**src/rtl/ray_perf_monitor.sv**
```systemverilog
// ray_perf_monitor: saturating event counters and ray-latency statistics behind a register read port.
// Define RAY_PERF_LAT_EN to build the ray-ID table, latency pipeline, outstanding count and error flags.
module ray_perf_monitor #(
  parameter int unsigned NUM_CH = 8,
  parameter int unsigned CNT_W  = 32,
  parameter int unsigned ID_W   = 9,
  parameter int unsigned TS_W   = 24,
  parameter int unsigned SUM_W  = 48,
  localparam int unsigned RA_W  = $clog2(NUM_CH + 4)
) (
  input  logic              clk,
  input  logic              rst,
  input  logic              enable,
  input  logic              clear,
  input  logic [NUM_CH-1:0] ch_event,
  input  logic              issue_valid,
  input  logic [ID_W-1:0]   issue_id,
  input  logic              retire_valid,
  input  logic [ID_W-1:0]   retire_id,
  input  logic              rd_req,
  input  logic [RA_W-1:0]   rd_addr,
  output logic              rd_valid,
  output logic [CNT_W-1:0]  rd_data,
  output logic [SUM_W-1:0]  lat_sum,
  output logic              err_dup,
  output logic              err_orphan
);

  localparam logic [CNT_W-1:0] CNT_MAX = '1;

  logic [TS_W-1:0]  ts;
  logic [CNT_W-1:0] cnt [NUM_CH];
  logic [CNT_W-1:0] retired;
  logic [CNT_W-1:0] lat_min;
  logic [CNT_W-1:0] lat_max;
  logic [CNT_W-1:0] outstanding;
  logic [CNT_W-1:0] rd_mux_c;

  // Free-running timestamp, independent of enable and clear
  always_ff @(posedge clk) begin
    if (rst) ts <= '0;
    else     ts <= ts + TS_W'(1);
  end

  // Channel counters; clear wins over a same-cycle event
  always_ff @(posedge clk) begin
    for (int unsigned i = 0; i < NUM_CH; i++) begin
      if (rst || clear)
        cnt[i] <= '0;
      else if (enable && ch_event[i] && (cnt[i] != CNT_MAX))
        cnt[i] <= cnt[i] + CNT_W'(1);
    end
  end

`ifdef RAY_PERF_LAT_EN
  localparam int unsigned DEPTH = 2 ** ID_W;
  localparam int unsigned XW    = (TS_W > CNT_W) ? TS_W : CNT_W;

  logic [TS_W-1:0]  ts_mem [DEPTH];
  logic [DEPTH-1:0] vld;
  logic             retire_ok_c;
  logic             issue_new_c;
  logic             issue_dup_c;
  logic             s1_vld;
  logic [TS_W-1:0]  s1_ent;
  logic [TS_W-1:0]  s1_ts;
  logic             s2_vld;
  logic [TS_W-1:0]  s2_lat;
  logic [CNT_W-1:0] lat_cnt_c;
  logic [SUM_W:0]   sum_c;
  logic [SUM_W-1:0] lat_sum_q;
  logic             err_dup_q;
  logic             err_orphan_q;

  // A retire of the issued ID in the same cycle frees the slot, so that issue is not a duplicate
  assign retire_ok_c = retire_valid && vld[retire_id];
  assign issue_dup_c = issue_valid && vld[issue_id] && !(retire_ok_c && (retire_id == issue_id));
  assign issue_new_c = issue_valid && !issue_dup_c;

  // Read happens in the retire cycle and returns the pre-write entry, so a previous-cycle
  // issue is already visible and a same-cycle re-issue does not disturb the measurement
  always_ff @(posedge clk) begin
    if (issue_valid) ts_mem[issue_id] <= ts;
    s1_ent <= ts_mem[retire_id];
    s1_ts  <= ts;
  end

  always_ff @(posedge clk) begin
    if (rst) begin
      vld         <= '0;
      outstanding <= '0;
      s1_vld      <= 1'b0;
      s2_vld      <= 1'b0;
      s2_lat      <= '0;
    end else begin
      if (retire_ok_c) vld[retire_id] <= 1'b0;
      if (issue_valid) vld[issue_id]  <= 1'b1;
      if (issue_new_c && !retire_ok_c)
        outstanding <= outstanding + CNT_W'(1);
      else if (retire_ok_c && !issue_new_c)
        outstanding <= outstanding - CNT_W'(1);
      s1_vld <= retire_ok_c;
      s2_vld <= s1_vld;
      s2_lat <= s1_ts - s1_ent;
    end
  end

  always_ff @(posedge clk) begin
    if (rst || clear) begin
      err_dup_q    <= 1'b0;
      err_orphan_q <= 1'b0;
    end else begin
      if (issue_dup_c)                     err_dup_q    <= 1'b1;
      if (retire_valid && !vld[retire_id]) err_orphan_q <= 1'b1;
    end
  end

  assign lat_cnt_c = (XW'(s2_lat) > XW'(CNT_MAX)) ? CNT_MAX : CNT_W'(s2_lat);
  assign sum_c     = {1'b0, lat_sum_q} + (SUM_W+1)'(s2_lat);

  // Statistics update; a same-cycle clear discards it
  always_ff @(posedge clk) begin
    if (rst || clear) begin
      retired   <= '0;
      lat_min   <= CNT_MAX;
      lat_max   <= '0;
      lat_sum_q <= '0;
    end else if (enable && s2_vld) begin
      if (retired != CNT_MAX)  retired <= retired + CNT_W'(1);
      if (lat_cnt_c < lat_min) lat_min <= lat_cnt_c;
      if (lat_cnt_c > lat_max) lat_max <= lat_cnt_c;
      lat_sum_q <= sum_c[SUM_W] ? '1 : sum_c[SUM_W-1:0];
    end
  end

  assign lat_sum    = lat_sum_q;
  assign err_dup    = err_dup_q;
  assign err_orphan = err_orphan_q;
`else
  logic unused_lat;

  assign unused_lat  = ^{issue_valid, issue_id, retire_valid, retire_id, ts};
  assign retired     = '0;
  assign lat_min     = '0;
  assign lat_max     = '0;
  assign outstanding = '0;
  assign lat_sum     = '0;
  assign err_dup     = 1'b0;
  assign err_orphan  = 1'b0;
`endif

  always_comb begin
    rd_mux_c = '0;
    for (int unsigned i = 0; i < NUM_CH; i++) begin
      if (32'(rd_addr) == i) rd_mux_c = cnt[i];
    end
    if (32'(rd_addr) == NUM_CH)         rd_mux_c = retired;
    if (32'(rd_addr) == NUM_CH + 32'd1) rd_mux_c = lat_min;
    if (32'(rd_addr) == NUM_CH + 32'd2) rd_mux_c = lat_max;
    if (32'(rd_addr) == NUM_CH + 32'd3) rd_mux_c = outstanding;
  end

  // Read port: one-cycle latency, data holds while idle
  always_ff @(posedge clk) begin
    if (rst) begin
      rd_valid <= 1'b0;
      rd_data  <= '0;
    end else begin
      rd_valid <= rd_req;
      if (rd_req) rd_data <= rd_mux_c;
    end
  end

endmodule

```
**config.mk**
```make
export PLATFORM = sky130hd
export DESIGN_NAME = ray_perf_monitor
export DESIGN_NICKNAME = d
export VERILOG_FILES = /design/src/rtl/ray_perf_monitor.sv
export SDC_FILE = /design/constraint.sdc
export NUM_CORES = 1
export LEC_CHECK = 0
export BUFFER_PORTS_ARGS = -buffer_cell sky130_fd_sc_hd__buf_4
export CORE_MARGIN = 2
export CORE_UTILIZATION = 45
export DETAILED_ROUTE_END_ITERATION = 8
export PLACE_DENSITY_LB_ADDON = 0.15
export SYNTH_ARGS = -nofsm -noshare
export SYNTH_HDL_FRONTEND = slang
export SYNTH_SLANG_ARGS = --single-unit
```
**constraint.sdc**
```tcl
create_clock -name clk -period 5 [get_ports clk]
set_input_delay 0.25 -clock clk [delete_from_list [all_inputs] [get_ports clk]]
set_output_delay 0.25 -clock clk [all_outputs]
set_load 0.1 [all_outputs]
```
==> impl_metrics.tcl, run 1 <==
set metrics [dict create \
    synthCells 1754 \
    critPathLaunchType "register" \
    hpwlAfterDp_mm 35.5 \
    rows 71 \
    cts-htree-levels 2 \
    p_seq_frac 0.473 \
    critPathKind "register to register" \
    io_pins 120 \
    overflow 0 \
    cts_tree "yes" \
    switching_power_mw 1.65 \
    cts-resized-gates 0 \
    final_cell_mix "nor2_1 (290), edfxtp_1 (256), xor2_1 (162), nand2_1 (124), nand3_1 (107)" \
    die-width_um 200 \
    synth_area_mm2 0.0173 \
    final_common_cell "nor2_1" \
    synth_top_area_frac 0.443 \
    synth_edf_count 256 \
    fill_cells 3511 \
    p_comb_frac 0.099 \
    holdWs_ns 0.0675 \
    post-route-period-util 0.616 \
    viasPerCell 5.85 \
    r2r_start "cnt[1][32]$_SDFFCE_PN0P_" \
    yosysSeqAreaShare 0.481 \
    antenna_cells 0 \
    clock_latency_ns 0.55 \
    core_region_area_mm2 0.0378 \
    synth_area_leaders "edfxtp_1 (44%), xor2_1 (8.2%), nor2_1 (6.3%)" \
    vias 13600 \
    synth_seq_cells 289 \
    p_total_mw 6.14 \
    hold_buffers 0 \
    layout-drive-gt1-share 0.0934 \
    regArea_mm2 0.00835 \
    slew_viol_final 0 \
    p_leak_nw 6.65 \
    antenna_found_initial 1 \
    crit_arrival_ns 3.38 \
    grt_first_pass_wirelength_mm 75.3 \
    required_ns 5.29 \
    post_cts_buffers 0 \
    vdd_drop_max_mv 0.263 \
    ant_nets 0 \
    grt_usage 0.244 \
    max_freq_mhz 325 \
    placedInstanceArea_mm2 0.0180 \
    setup_viol 0 \
    firstDrtPassIters 5 \
    stdcell_area_mm2 0.0192 \
    synth_area_leader_cell "edfxtp_1" \
    die_y_um 200 \
    wl_per_cell_um 21.4 \
    final.setup.worst_slack_ns 1.92 \
    areaGrowthSynthToFinish_pct 10.6 \
    rsz0062_at_grt "no" \
    critPathCaptureType "register" \
    grt_start_max_net_pins 56 \
    min_path_type "input pin to register" \
    outcome "complete, no violations" \
    pwr-share-clk 0.428 \
    numCtsBuffers 35 \
    drc_errors 0 \
    p_sw_frac 0.269 \
    drt_iter0_drc 1462 \
    hold_start "rd_req" \
    final.min_clock_period_ns 3.08 \
    slew_headroom 0.214 \
    hold_viol 0 \
    cts_root_buf "clkbuf_16" \
    gp_congestion 0.910 \
    cts.clk_slew.worst_paths_ns 0.06 \
    port_buffers 49 \
    finClkSkew_ns 0.0205 \
    p_per_area_mw_per_mm2 320 \
    die_area_mm2 0.0401 \
    wl_mm 49.6 \
    synthDistinctLibCells 70 \
    p_int_mw 4.49 \
    start_util 0.458 \
    tightest_slew_ns 1.18 \
    drv_cap 0 \
    tns_ns 0 \
    finalNetCount 1828 \
    multi_input_area_mm2 0.00831 \
    crit_path_start "cnt[1][32]$_SDFFCE_PN0P_" \
    place_ws_ns 2.01 \
    ys.flop_type "edfxtp_1" \
    ys_warn_count 0 \
    crit_fanout 17 \
    grt_pass1_vias 12600 \
    cts_buffer_depth 3 \
    numClockSinks 289 \
    avgSynthCellArea_um2 9.89 \
    async_flop_share 0 \
]
==> registers in the layout, summed over array words and instances (netlist names) <==
| name | cells |
|---|---|
| rd_valid | 1 |
| rd_data | 32 |
| cnt | 256 |
==> cell families (layout without fill, tap and decap cells) <==
family	count (synthesis)	count (layout)	share of synthesized area
AO/OA/AOI/OAI	253	253	0.0963
XOR/XNOR	229	229	0.116
adder cells (fa/ha/maj)	8	8	0.00577
buffers and inverters	174	180	0.0533
flip-flops	289	289	0.481
multiplexers	37	37	0.0229
other	1	50	0.000216
AND/OR/NAND/NOR	763	763	0.225
==> Yosys cell counts, drive strengths merged (5+ instances only) <==
| library cell | count |
|---|---|
| a21oi | 43 |
| a221oi | 40 |
| a2bb2oi | 24 |
| and2 | 11 |
| and3 | 42 |
| and4 | 29 |
| buf | 94 |
| clkbuf | 37 |
| dfxtp | 33 |
| edfxtp | 256 |
| ha | 8 |
| inv | 43 |
| mux2i | 34 |
| nand2 | 125 |
| nand3 | 110 |
| nand4 | 93 |
| nor2 | 292 |
| nor2b | 5 |
| nor3 | 15 |
| nor4 | 14 |
| o211ai | 6 |
| o21ai | 100 |
| o2bb2ai | 5 |
| or3 | 9 |
| xnor2 | 67 |
| xor2 | 162 |
==> routing by layer <==
metal  vias up  global-route usage  share of wire
li1       6347                   -              -
met1      6651               0.348           0.45
met2       469               0.361           0.44
met3        97              0.0514          0.079
met4         2              0.0958          0.036
met5         -                   0        0.00022
==> worst paths after layout <==
check,end,slack (ns),cells past startpoint
setup / recovery,cnt[1][41]$_SDFFCE_PN0P_,1.92,7
setup reg to reg,cnt[1][41]$_SDFFCE_PN0P_,1.92,7
hold reg to reg,rd_data[12]$_SDFFE_PP0P_,0.46,2
hold / removal,rd_data[13]$_SDFFE_PP0P_,0.07,3
==> layout make-up <==
cell class              instances  area share
flip-flops and latches        289       0.435
clock buffers                  44      0.0496
inverters                      43     0.00841
multi-input cells            1340       0.433
well taps                     511      0.0333
repair buffers                 74      0.0290
clock inverters                19      0.0112
==> per-stage QoR <==
stage | std cells | utilization
6_report | 2320 | 0.507
5_1_grt | 2320 | 0.507
4_1_cts | 2320 | 0.507
3_5_place_dp | 2257 | 0.476
3_3_place_gp | 2257 | 0.476
2_1_floorplan | 1803 | -
==> critical path, stage by stage (launching register included) <==
cell,delay (ns)
edfxtp_1,0.41
ha_1,0.23
nand4_1,0.24
nor4_4,0.71
nand3_2,0.22
o21ai_2,0.56
buf_4,0.35
nor2_1,0.08
==> power by group through the flow <==
stage                     combinational (mW)  clock [mW]  sequential (mW)
after floorplan                        0.450           0             2.94
after global placement                 0.595           0             2.95
after detailed placement               0.598           0             2.95
after CTS                              0.601        2.68             2.90
after global routing                   0.639        2.77             2.92
final                                  0.607        2.63             2.91
No activity file was read; power rests on OpenSTA's default activity.
==> run 2, diff against run 1 <==
--- a/config.mk
+++ b/config.mk
@@ -5,6 +5,7 @@
 export SDC_FILE = /design/constraint.sdc
 export NUM_CORES = 1
 export LEC_CHECK = 0
+export ABC_AREA = 1
 export BUFFER_PORTS_ARGS = -buffer_cell sky130_fd_sc_hd__buf_4
 export CORE_MARGIN = 2
 export CORE_UTILIZATION = 45
==> constraint.sdc (replaced) <==
create_clock -name clk -period 2.85 [get_ports clk]
set_input_delay 0.1425 -clock clk [delete_from_list [all_inputs] [get_ports clk]]
set_output_delay 0.1425 -clock clk [all_outputs]
set_load 0.1 [all_outputs]
==> impl_metrics.tcl, run 2 <==
set metrics [dict create \
    holdWs_ns 0.159 \
    io_pins 120 \
    rsz0062_at_grt "no" \
    clock_latency_ns 0.57 \
    firstDrtPassIters 6 \
    drv_cap 0 \
    critPathMostFrequentCell "nand2_1" \
    fill_cells 4258 \
    required_ns 3.24 \
    synth_top_area_frac 0.392 \
    drc_errors 0 \
    largest_reg_flops 256 \
    final_cell_count_no_fill 3276 \
    post-place-cells 3208 \
    layout-drive-gt1-share 0.101 \
    cts_buffer_depth 3 \
    synth_area_leaders "edfxtp_1 (39%), nand2_1 (12%), a21oi_1 (6.0%)" \
    max_stage_delay_ns 0.56 \
    use_met1 0.354 \
    use_met3 0.0427 \
    port_buffers 49 \
    die-width_um 213 \
    synth_area_leader_cell "edfxtp_1" \
    min_path_type "input pin to register" \
    final.setup.worst_slack_ns 0.453 \
    cts_tree "yes" \
    post_cts_buffers 0 \
    synth_area_mm2 0.0196 \
    critPathLaunchType "register" \
    reg.largest.list "cnt: 256 flops, rd_data: 32 flops, rd_valid: 1 flops" \
    outcome "complete, no violations" \
    vias 18000 \
    ys_warn_count 0 \
    p_per_area_mw_per_mm2 501 \
    stdcell_area_mm2 0.0217 \
    synth_edf_count 256 \
    synth_seq_cells 289 \
    async_flop_share 0 \
    hpwlAfterDp_mm 48.5 \
    tns_ns 0 \
    slew_viol_final 0 \
    p_total_mw 10.9 \
    slew_headroom 0.471 \
    ant_nets 0 \
    wl_mm 62.6 \
    wl_per_cell_um 19.1 \
    placedInstanceArea_mm2 0.0205 \
    synthMostInstantiatedCell "nand2_1" \
    grt_pass1_vias 17000 \
    die_y_um 213 \
    rows 76 \
    final_common_cell "nand2_1" \
    finClkSkew_ns 0.0285 \
    synthDistinctLibCells 41 \
    areaGrowthSynthToFinish_pct 10.6 \
    overflow 0 \
    start_util 0.455 \
    top_usage_layer "met2" \
    p_leak_nw 7.61 \
    utilization 0.503 \
    multi_input_area_mm2 0.00960 \
    max_freq_mhz 417 \
    grt_usage 0.279 \
    grt_first_pass_wirelength_mm 96.4 \
    grt_start_max_net_pins 40 \
    hold_viol 0 \
    use_met2 0.469 \
    final.min_clock_period_ns 2.40 \
    setup_viol 0 \
    cts.clk_slew.worst_paths_ns 0.06 \
    cts_root_buf "clkbuf_16" \
    cts-htree-levels 2 \
    final_cell_mix "nand2_1 (633), inv_1 (271), nor2_1 (265), edfxtp_1 (256), a21oi_1 (233)" \
    vdd_drop_max_mv 0.354 \
    critPathKind "register to register" \
    avgSynthCellArea_um2 7.51 \
    tightest_slew_ns 0.786 \
    viasPerCell 5.51 \
    drt_iter0_drc 2044 \
    finalNetCount 2711 \
    crit_arrival_ns 2.78 \
    crit_fanout 32 \
    synthCells 2611 \
    crit_slowest_cell "nand3_2" \
    numCtsBuffers 37 \
    cp_cell_sequence "ha_1 > nand2_1 > nor3_4 > nand2_2 > nor2_2 > nand2_1 > nand3_2 > nor3b_1" \
    core_region_area_mm2 0.0431 \
    die_area_mm2 0.0452 \
    place_ws_ns 0.491 \
    numClockSinks 289 \
    synth_commonest_cells "nand2_1 (633), inv_1 (271), nor2_1 (267)" \
    antenna_found_initial 0 \
    critPathCaptureType "register" \
    antenna_cells 0 \
    yosysSeqAreaShare 0.426 \
    gp_congestion 1.01 \
    largest_register "cnt" \
    regArea_mm2 0.00835 \
    post-route-period-util 0.841 \
    ys.flop_type "edfxtp_1" \
]
-- run 2: changes by cell type after synthesis, sizes merged, moves of 39 or more --
cell	delta
nand2	+523
inv	+236
a21oi	+190
nand3	+119
xor2	-116
nor3	+105
or2	+75
o21ai	-44
a221oi	-40
xnor2	-39
-- run 2: repair_timing --
item | 4_1_cts | 5_1_grt
hold buffers | 4 | 0
resized for setup | 0 | 0
endpoints found under the hold margin | 31 | 0
-- run 2: power by group --
| part | internal (mW) | total, mW | switching, mW |
|---|---|---|---|
| sequential | 4.82 | 5.13 | 0.318 |
| clock | 2.69 | 4.59 | 1.91 |
| combinational | 0.229 | 1.13 | 0.901 |
-- run 2: final timing paths --
kind | start | to | slack [ns] | cells past startpoint
setup reg to reg | cnt[1][64]$_SDFFCE_PN0P_ | cnt[1][66]$_SDFFCE_PN0P_ | 0.45 | 8
setup / recovery | cnt[1][64]$_SDFFCE_PN0P_ | cnt[1][66]$_SDFFCE_PN0P_ | 0.45 | 8
hold / removal | ch_event[2] | cnt[0][65]$_SDFFCE_PN0P_ | 0.16 | 5
hold reg to reg | rd_data[21]$_SDFFE_PP0P_ | rd_data[21]$_SDFFE_PP0P_ | 0.47 | 2
-- run 2: cell families after synthesis --
group,Yosys count,synth area share
simple gates,1546,0.367
buf+inv,403,0.0942
compound gates,290,0.0742
flops,289,0.426
xor+xnor,74,0.0331
fa+ha+maj,8,0.00511
other cells,1,0.000191
-- run 2: critical path, delay by kind of cell (launching register included) --
kind	cells	cell delay, ns
adder cells (fa/ha/maj)	1	0.25
AND/OR/NAND/NOR	7	1.51
flip-flops	1	0.43
-- run 2: area by class of cell --
class / instances / share of cell area
timing repair buffer: 90 / 0.0357
clock inverter: 21 / 0.00785
clock buffer: 43 / 0.0461
tap: 585 / 0.0338
sequential: 289 / 0.385
inverter: 280 / 0.0485
multi-input combinational: 1968 / 0.443
-- run 2: metal layers --
layer | share of wire | vias to the layer above | wire length (um)
met1 | 0.41 | 8458 | 25900
met5 | 0 | - | 0
met4 | 0.047 | 0 | 2930
met2 | 0.47 | 624 | 29600
li1 | - | 8812 | -
met3 | 0.068 | 154 | 4240
